[config.mk]
export PLATFORM = sky130hd
export DESIGN_NAME = serial_tx
export DESIGN_NICKNAME = d
export VERILOG_FILES = /design/src/rtl/serial_tx_pkg.sv /design/src/rtl/clk_edge_detect.sv /design/src/rtl/serial_tx.sv
export SDC_FILE = /design/constraint.sdc
export NUM_CORES = 1
export LEC_CHECK = 0
export CAP_MARGIN = 20
export CELL_PAD_IN_SITES_DETAIL_PLACEMENT = 0
export CELL_PAD_IN_SITES_GLOBAL_PLACEMENT = 1
export CORE_ASPECT_RATIO = 1.5
export CORE_MARGIN = 1.5
export CORE_UTILIZATION = 39
export CTS_BUF_LIST = sky130_fd_sc_hd__clkbuf_4 sky130_fd_sc_hd__clkbuf_8
export DETAILED_ROUTE_END_ITERATION = 16
export HOLD_SLACK_MARGIN = 0.06
export PLACE_DENSITY_LB_ADDON = 0.08
export SYNTH_ARGS = -nofsm -noshare
export SYNTH_HDL_FRONTEND = slang
export SYNTH_HIERARCHICAL = 1
export SYNTH_SLANG_ARGS = --single-unit
[constraint.sdc]
create_clock -name in_clk -period 1.6 [get_ports in_clk]
set_input_delay 0.32 -clock in_clk [delete_from_list [all_inputs] [get_ports in_clk]]
set_output_delay 0.32 -clock in_clk [all_outputs]
set_load 0.03 [all_outputs]
[src/rtl/serial_tx_pkg.sv]
// Shared state type and sizing helper for the serial_tx shifter.
package serial_tx_pkg;

  typedef enum logic [1:0] {
    READY,
    WAIT,
    TRANSMIT
  } t_serial_tx_state;

  // Bit counter must reach BITS, the parity slot index when parity is compiled in.
  function automatic int cntWidth(input int bits);
    return $clog2(bits + 1);
  endfunction

endpackage

[src/rtl/clk_edge_detect.sv]
// Two-flop synchroniser/edge detector for the slow serial reference clock.
module clk_edge_detect (
  input  logic in_clk,
  input  logic in_rst,
  input  logic in_sig,
  output logic out_sig,
  output logic out_rise,
  output logic out_fall
);

  logic s0_q;
  logic s1_q;

  always_ff @(posedge in_clk or posedge in_rst) begin
    if (in_rst) begin
      s0_q <= 1'b0;
      s1_q <= 1'b0;
    end else begin
      s0_q <= in_sig;
      s1_q <= s0_q;
    end
  end

  assign out_sig  = s0_q;
  assign out_rise = ~s1_q & s0_q;
  assign out_fall = s1_q & ~s0_q;

endmodule

[src/rtl/serial_tx.sv]
// MSB-first serial shifter clocked by a slow reference; emits a gated serial clock.
// Define SERIAL_TX_PARITY_EN to append an even-parity bit after the data bits.
module serial_tx
  import serial_tx_pkg::*;
#(
  parameter int BITS                = 8,
  parameter bit SERIAL_CLK_INACTIVE = 1'b1
) (
  input  logic            in_clk,
  input  logic            in_rst,
  input  logic            in_serial_clk,
  input  logic            in_enable,
  input  logic [BITS-1:0] in_parallel,
  output logic            out_ready,
  output logic            out_busy,
  output logic            out_serial_clk,
  output logic            out_serial,
  output logic            out_word_finished
);

`ifdef SERIAL_TX_PARITY_EN
  localparam int NBITS = BITS + 1;
`else
  localparam int NBITS = BITS;
`endif
  localparam int            CntW    = cntWidth(BITS);
  localparam logic [CntW-1:0] LastBit = CntW'(NBITS - 1);

  t_serial_tx_state  state_q;
  logic [NBITS-1:0]  shiftReg_q;
  logic [CntW-1:0]   bitCount_q;
  logic              ready_q;
  logic              busy_q;
  logic              serialClk_q;
  logic              serial_q;
  logic              finished_q;

  logic              sclkLevel;
  logic              sclkRise;
  logic              sclkFall;
  logic [NBITS-1:0]  loadWord;

  clk_edge_detect u_edge (
    .in_clk   (in_clk),
    .in_rst   (in_rst),
    .in_sig   (in_serial_clk),
    .out_sig  (sclkLevel),
    .out_rise (sclkRise),
    .out_fall (sclkFall)
  );

  always_comb begin
`ifdef SERIAL_TX_PARITY_EN
    loadWord = {in_parallel, ^in_parallel};
`else
    loadWord = in_parallel;
`endif
  end

  // Outputs are registered from the synchronised level so data and clock keep their alignment.
  always_ff @(posedge in_clk or posedge in_rst) begin
    if (in_rst) begin
      state_q     <= READY;
      shiftReg_q  <= '0;
      bitCount_q  <= '0;
      ready_q     <= 1'b1;
      busy_q      <= 1'b0;
      serialClk_q <= SERIAL_CLK_INACTIVE;
      serial_q    <= 1'b0;
      finished_q  <= 1'b0;
    end else begin
      finished_q <= 1'b0;
      case (state_q)
        READY: begin
          ready_q     <= 1'b1;
          busy_q      <= 1'b0;
          serialClk_q <= SERIAL_CLK_INACTIVE;
          serial_q    <= 1'b0;
          if (in_enable) begin
            shiftReg_q <= loadWord;
            bitCount_q <= '0;
            ready_q    <= 1'b0;
            busy_q     <= 1'b1;
            state_q    <= WAIT;
          end
        end
        WAIT: begin
          serialClk_q <= SERIAL_CLK_INACTIVE;
          serial_q    <= 1'b0;
          if (sclkFall) begin
            serialClk_q <= sclkLevel;
            serial_q    <= shiftReg_q[NBITS-1];
            state_q     <= TRANSMIT;
          end
        end
        TRANSMIT: begin
          serialClk_q <= sclkLevel;
          if (sclkFall) begin
            shiftReg_q <= {shiftReg_q[NBITS-2:0], 1'b0};
            serial_q   <= shiftReg_q[NBITS-2];
          end else if (sclkRise) begin
            // The last rising edge still reaches the pin; idle levels follow one cycle later.
            if (bitCount_q == LastBit) begin
              finished_q <= 1'b1;
              if (in_enable) begin
                shiftReg_q <= loadWord;
                bitCount_q <= '0;
                state_q    <= WAIT;
              end else begin
                ready_q <= 1'b1;
                busy_q  <= 1'b0;
                state_q <= READY;
              end
            end else begin
              bitCount_q <= bitCount_q + 1'b1;
            end
          end
        end
        default: state_q <= READY;
      endcase
    end
  end

  assign out_ready         = ready_q;
  assign out_busy          = busy_q;
  assign out_serial_clk    = serialClk_q;
  assign out_serial        = serial_q;
  assign out_word_finished = finished_q;

endmodule

==> results by group, run 1 <==
Finish
  – Design area: around 1700 µm²
  – Fill cells: 304
  – Most common cell after layout, fill and taps aside: dfrtp_1
  – Most frequent cells in the layout: dfrtp_1 (19), buf_4 (15), clkdlybuf4s50_1 (12)
  – Antenna Cells: 0
  – Multi-input logic area: 688.2 µm²
  – Area growth, synth to finish: 36.70%
  – Register Area: about 530 µm²
  – Fin nets: about 170
  – Share of cells above drive strength 1: 0.3137
  – Final Util: 0.5638

Die
  – Site Rows: 24
  – Die area: approximately 3500 µm²
  – Chip width: about 49 µm
  – Initial core utilization: 0.4124
  – DIE HEIGHT: ~71 µm
  – Top Ports: 17
  – Core area: a little under 3000 µm²

Worst setup path
  – Startpoint Class: register
  – Reg-to-reg slack, setup: between 0.004 and 0.005 ns
  – Critical Path RT: 1.75 ns
  – Worst r2r dst: shiftReg_q[4]
  – Nature of the critical path endpoint: register
  – Worst-path fanout max: 7
  – Cells on worst reg2reg path: 5
  – FF-to-FF Start: state_q[0]
  – Crit Path Category: reg -> reg
  – Crit path launch: state_q[0]
  – Crit path capture: shiftReg_q[4]
  – Arrival time worst endpoint: 1.74 ns

Routing
  – Vias/cell: around 5
  – Final ANT Viol Nets: 0
  – Drt total wl: 2.492 mm
  – DRC: 0
  – DRT iter0 DRCs: 21
  – DRT Pass-1 Iters: 4
  – Wire length per cell: 12.98 µm
  – DR vias: just under 1000

Power and ir drop
  – Combinational share of power: 0.550
  – Int Pwr: 1.742 mW
  – Peak VDD IR: just over 0.0009 V
  – Net switching power: approximately 1.0 mW
  – Clock power frac: 0.134
  – Leak pwr: ~0.8 nW
  – Switching share of total power: 0.3664
  – Power Dens Cells: 1658 nW/µm²
  – Flop pwr share: 0.316

Yosys
  – Synthesized instance count: ~120
  – Complex-gate fraction of the synthesized area: 0.1722
  – Mapped Nets: around 140
  – Largest family of logic cells by synthesized area: compound AO/OA/AOI/OAI gates
  – Post-synthesis mux area share: 0.1227
  – Simple-gate share of the synthesized area: 0.1660
  – Post-Synth Adder-Cell Area: 0.05155
  – Area contributors post-synth: dfrtp_1 (39%), mux2_2 (6.5%), mux2i_1 (5.8%)
  – Syn Area/Cell: approximately 9.9 µm²
  – Synth Warn #: 6
  – Register bit total from synthesis: 21
  – Synth cell types: 32
  – Post-synthesis xor/xnor area fraction: 0
  – Sequential area share after synthesis: 0.4351
  – Synth area leader: dfrtp_1
  – Synth Cell Area: 1214 µm²
  – Top cell type's share of synthesized area: 0.3918

CTS
  – Clock-pin slew on the worst setup and hold paths: 0.08 ns
  – CTS tree: done
  – CTS buffer count: 3
  – CTS Root Cell: clkbuf_8
  – Max H-tree Level: 1
  – # clock sinks: 21
  – Clock Latency Late Sink: ~0.26 ns
  – Clock buffer depth: 2

Placed design
  – DP HPWL: about 1.8 mm
  – DP Worst Slack: -0.1219 ns
  – Placer's final routability congestion estimate: about 0.8
  – Post-Place Cell Area: between 1500 and 2000 µm²
  – I/O Buffers: 16

Global routing
  – Largest net degree at the start of global routing: 20
  – Initial antenna violation count: 0
  – First-pass GRT wire length: around 4.2 mm
  – Most Crowded Layer GR: met2
  – Total Routing Usage GR: 0.1551
  – Total grt overflow: 0
  – Met1 Usage GRT: 0.1738
  – Met2 Resource Use GR: 0.2886
  – Number of global-route vias before repair: 980
  – Grt met3 use: 0.01875

STA
  – Fin. Hold Viols: 0
  – Max frequency: between 600 and 700 MHz
  – Final Hold Slack: 0.2354 ns
  – Final-report setup violation count: 0
  – Clk_skew: roughly 0.0016 ns
  – Period Utilization, post-route: 0.9972
  – Slew margin rel.: 0.7200
  – Final setup margin: between 0.004 and 0.005 ns
  – RSZ-0062 raised after global routing: true
  – Max-slew violations: 0
  – Fin crit period: roughly 1.6 ns
  – Worst-Margin Slew: approximately 0.42 ns

Flow run
  – Maximum capacitance violations: 0

Hold path
  – Worst hold-check path type: in -> async

Status
  – Run status: completed
critical path, stage by stage (launching register included):
cell	delay [ns]
dfrtp_1	0.40
inv_2	0.11
ha_4	0.20
o21ai_4	0.07
o221ai_4	0.37
mux2_4	0.34
flip-flops by register name, summed over array words and instances, names as in the netlist:
signal	count
shiftReg_q	8
bitCount_q	4
state_q	2
out_busy	1
out_ready	1
out_serial	1
out_serial_clk	1
out_word_finished	1
u_edge/out_sig	1
u_edge/s1_q	1
worst min-delay path by stage:
stage                               from        endpoint  slack [ns]
after CTS                         in_rst  u_edge/out_sig        0.24
after global placement    u_edge/out_sig     u_edge/s1_q        0.42
final                             in_rst  u_edge/out_sig        0.24
after floorplan                   in_rst  u_edge/out_sig        0.06
after detailed placement  u_edge/out_sig     u_edge/s1_q        0.42
after global routing              in_rst  u_edge/out_sig        0.24
power by group through the flow:
stage | Combinational, mW | Sequential (mW) | Clock, mW
after detailed placement | 1.31 | 0.870 | 0
after floorplan | 0.807 | 0.943 | 0
after global placement | 1.29 | 0.858 | 0
final | 1.51 | 0.869 | 0.368
after global routing | 1.66 | 0.898 | 0.398
after CTS | 1.36 | 0.866 | 0.381
logic make-up after synthesis:
logic type | count (synthesis)
muxes | 14
buffers and inverters | 14
adders and majority gates | 5
DFF | 21
and+or+nand+nor | 37
AOI/OAI and AO/OA | 31
through the flow:
step / TNS (ns) / total power, mW / std cells
2_1_floorplan: 0 / 1.750 / 122
3_3_place_gp: -0.3588 / 2.147 / 186
3_5_place_dp: -0.7184 / 2.182 / 186
4_1_cts: -0.03065 / 2.610 / 191
5_1_grt: -0.4212 / 2.959 / 192
6_report: 0 / 2.750 / 192
timing repair:
item                       in CTS  in global routing
gates resized for setup        10                 14
setup buffers                   1                  1
pin swaps                       1                  5
hold buffers                    0                  0
setup endpoints to repair      12                 10
synthesized netlist by cell type, drive strengths merged:
| library cell | n |
|---|---|
| a21oi | 11 |
| a22oi | 1 |
| a31oi | 1 |
| a32o | 1 |
| a32oi | 1 |
| and2b | 1 |
| and3b | 1 |
| buf | 7 |
| dfrtp | 19 |
| dfstp | 2 |
| ha | 5 |
| inv | 7 |
| mux2 | 7 |
| mux2i | 7 |
| nand2 | 10 |
| nand2b | 1 |
| nand3 | 4 |
| nand3b | 2 |
| nand4 | 1 |
| nor2 | 12 |
| nor2b | 5 |
| o21a | 1 |
| o21ai | 12 |
| o221ai | 2 |
| o22a | 1 |
cell type report:
cell class	instances	area share
Clock buffer	4	0.02941
Tap cell	39	0.02941
Sequential cell	21	0.3183
Inverter	7	0.01584
Timing Repair Buffer	34	0.1923
Multi-Input combinational cell	87	0.4148
routing by layer:
layer | routed length, µm | share of wire
met4 | 42 | 0.017
met3 | 46 | 0.018
met5 | 0 | 0
met1 | 1063 | 0.43
met2 | 1338 | 0.54
Note: power is estimated with default switching activity, not from simulation.
==> run 2, diff against run 1 <==
--- a/config.mk
+++ b/config.mk
@@ -15,6 +15,7 @@
 export DETAILED_ROUTE_END_ITERATION = 16
 export HOLD_SLACK_MARGIN = 0.06
 export PLACE_DENSITY_LB_ADDON = 0.08
+export REMOVE_ABC_BUFFERS = 1
 export SYNTH_ARGS = -nofsm -noshare
 export SYNTH_HDL_FRONTEND = slang
 export SYNTH_HIERARCHICAL = 1
==> results by group, run 2 (synthesized netlist as in run 1, its figures left out) <==
Power and ir drop
  – Power Dens Cells: around 1600 nW/µm²
  – Leak pwr: ~0.84 nW
  – Peak VDD IR: 0.0008152 V

Finish
  – Most frequent cells in the layout: buf_4 (22), dfrtp_1 (19), a21oi_1 (11), nor2_1 (11), clkdlybuf4s50_1 (11)
  – Biggest regs: shiftReg_q: 8 flops, bitCount_q: 4 flops, state_q: 2 flops
  – Share of cells above drive strength 1: 0.3438
  – Antenna Cells: 0
  – Largest reg by FF count: shiftReg_q
  – Design area: 1692 µm²
  – Most common cell after layout, fill and taps aside: buf_4
  – Max reg flops: 8
  – Final instance count without filler cells: approximately 200
  – Area growth, synth to finish: 39.38%
  – Fin nets: 178

Global routing
  – Initial antenna violation count: 0
  – Number of global-route vias before repair: between 1000 and 1500
  – Met2 Resource Use GR: 0.3071
  – Most Crowded Layer GR: met2
  – Met1 Usage GRT: 0.1786
  – Total Routing Usage GR: 0.1593
  – Largest net degree at the start of global routing: 20
  – First-pass GRT wire length: 4.367 mm
  – Total grt overflow: 0
  – Grt met3 use: 0.01875

Die
  – Die area: 3463 µm²
  – Initial core utilization: 0.4124
  – Site Rows: 24
  – DIE HEIGHT: about 70 µm
  – Core area: ~2900 µm²
  – Top Ports: 17
  – Chip width: roughly 49 µm

Worst setup path
  – Delay-heaviest family, CP: flip-flops
  – Crit Path Category: reg -> reg
  – FF-to-FF Start: state_q[1]
  – Critical-path top delay cell: dfrtp_1
  – Worst path bufs/invs: 1
  – Worst-path fanout max: 7
  – Worst r2r dst: shiftReg_q[1]
  – Reg-to-reg slack, setup: about 0.010 ns
  – Startpoint Class: register
  – Critical path cell sequence: ha_4 > buf_6 > o221ai_4 > mux2_2
  – Nature of the critical path endpoint: register
  – Cells on worst reg2reg path: 4
  – Critical Path RT: around 1.8 ns
  – Arrival time worst endpoint: 1.74 ns
  – Max incr delay on CP: 0.43 ns

CTS
  – Clock Latency Late Sink: ~0.26 ns
  – # clock sinks: 21
  – Hold buffer count at CTS: 0
  – CTS Root Cell: clkbuf_8
  – Max H-tree Level: 1
  – Clock buffer depth: 2
  – CTS tree: done
  – CTS buffer count: 3
  – Clock-pin slew on the worst setup and hold paths: ~0.07 ns

STA
  – Slew margin rel.: 0.7477
  – Max frequency: 629.1 MHz
  – Clk_skew: roughly 0.00097 ns
  – Final-report setup violation count: 0
  – RSZ-0062 raised after global routing: true
  – Final Hold Slack: about 0.24 ns
  – Max-slew violations: 0
  – Fin crit period: 1.590 ns
  – Period Utilization, post-route: 0.9935
  – Fin. Hold Viols: 0
  – Worst-Margin Slew: between 0.3 and 0.4 ns
  – Final setup margin: around 0.010 ns

Routing
  – DR vias: a little under 1000
  – DRC: 0
  – Final ANT Viol Nets: 0
  – Wire length per cell: between 10 and 15 µm
  – Drt total wl: ~2.4 mm
  – DRT iter0 DRCs: 9
  – Vias/cell: roughly 5.0
  – DRT Pass-1 Iters: 3

Flow run
  – Maximum capacitance violations: 0

Placed design
  – Placer's final routability congestion estimate: 0.8188
  – I/O Buffers: 16
  – DP HPWL: between 1.5 and 2 mm
  – Post-Place Cell Area: around 1500 µm²
  – DP Worst Slack: -0.06825 ns
  – Post-placement cell count: 190

Status
  – Run status: completed

Hold path
  – Worst hold-check path type: in -> async
## run 2: layout make-up
type                            count  area (µm²)
Timing Repair Buffer               41       365.4
Multi-Input combinational cell     87       674.4
Sequential cell                    21       528.0
Inverter                            7       26.28
Clock buffer                        4       48.80
Tap cell                           39       48.80
Fill cell                         309        1251
## run 2: report_power, final
| part | switching, mW | internal, mW | leakage, nW |
|---|---|---|---|
| Combinational | 0.703 | 0.813 | 0.557 |
| Clock | 0.168 | 0.194 | 0.0262 |
| Sequential | 0.121 | 0.741 | 0.257 |
## run 2: worst register-to-register path: stages (launching register included)
cell      delay [ns]
dfrtp_1         0.43
ha_4            0.20
buf_6           0.12
o221ai_4        0.34
mux2_2          0.38
## run 2: what timing repair did
item | in CTS | in global routing
resized for setup | 6 | 19
pin swaps | 1 | 4
endpoints found under the hold margin | 0 | 0
setup endpoints to repair | 14 | 17
setup buffers | 1 | 4
## run 2: per-stage QoR
step,power [mW],util,setup TNS (ns)
floorplan,1.720,-,-1.945
global placement,2.204,0.5259,-0.1869
detailed placement,2.246,0.5259,-0.3886
CTS,2.612,0.5451,-0.08374
global route,2.970,0.5748,-0.3352
finish,2.739,0.5748,0
## run 2: worst max-delay path by stage
stage | start | endpoint | slack, ns | depth (start not counted)
floorplan | state_q[0] | shiftReg_q[1] | -0.25 | 5
detailed placement | state_q[1] | shiftReg_q[5] | -0.07 | 4
global route | state_q[1] | shiftReg_q[1] | -0.06 | 4
global placement | state_q[0] | shiftReg_q[4] | -0.04 | 5
finish | state_q[1] | shiftReg_q[1] | 0.01 | 4
CTS | state_q[1] | shiftReg_q[5] | -0.02 | 5
## run 2: per-layer routing
layer / up-vias / share of wire
li1: 499 / -
met5: - / 0
met4: 0 / 0.011
met3: 4 / 0.016
met1: 473 / 0.41
met2: 12 / 0.56
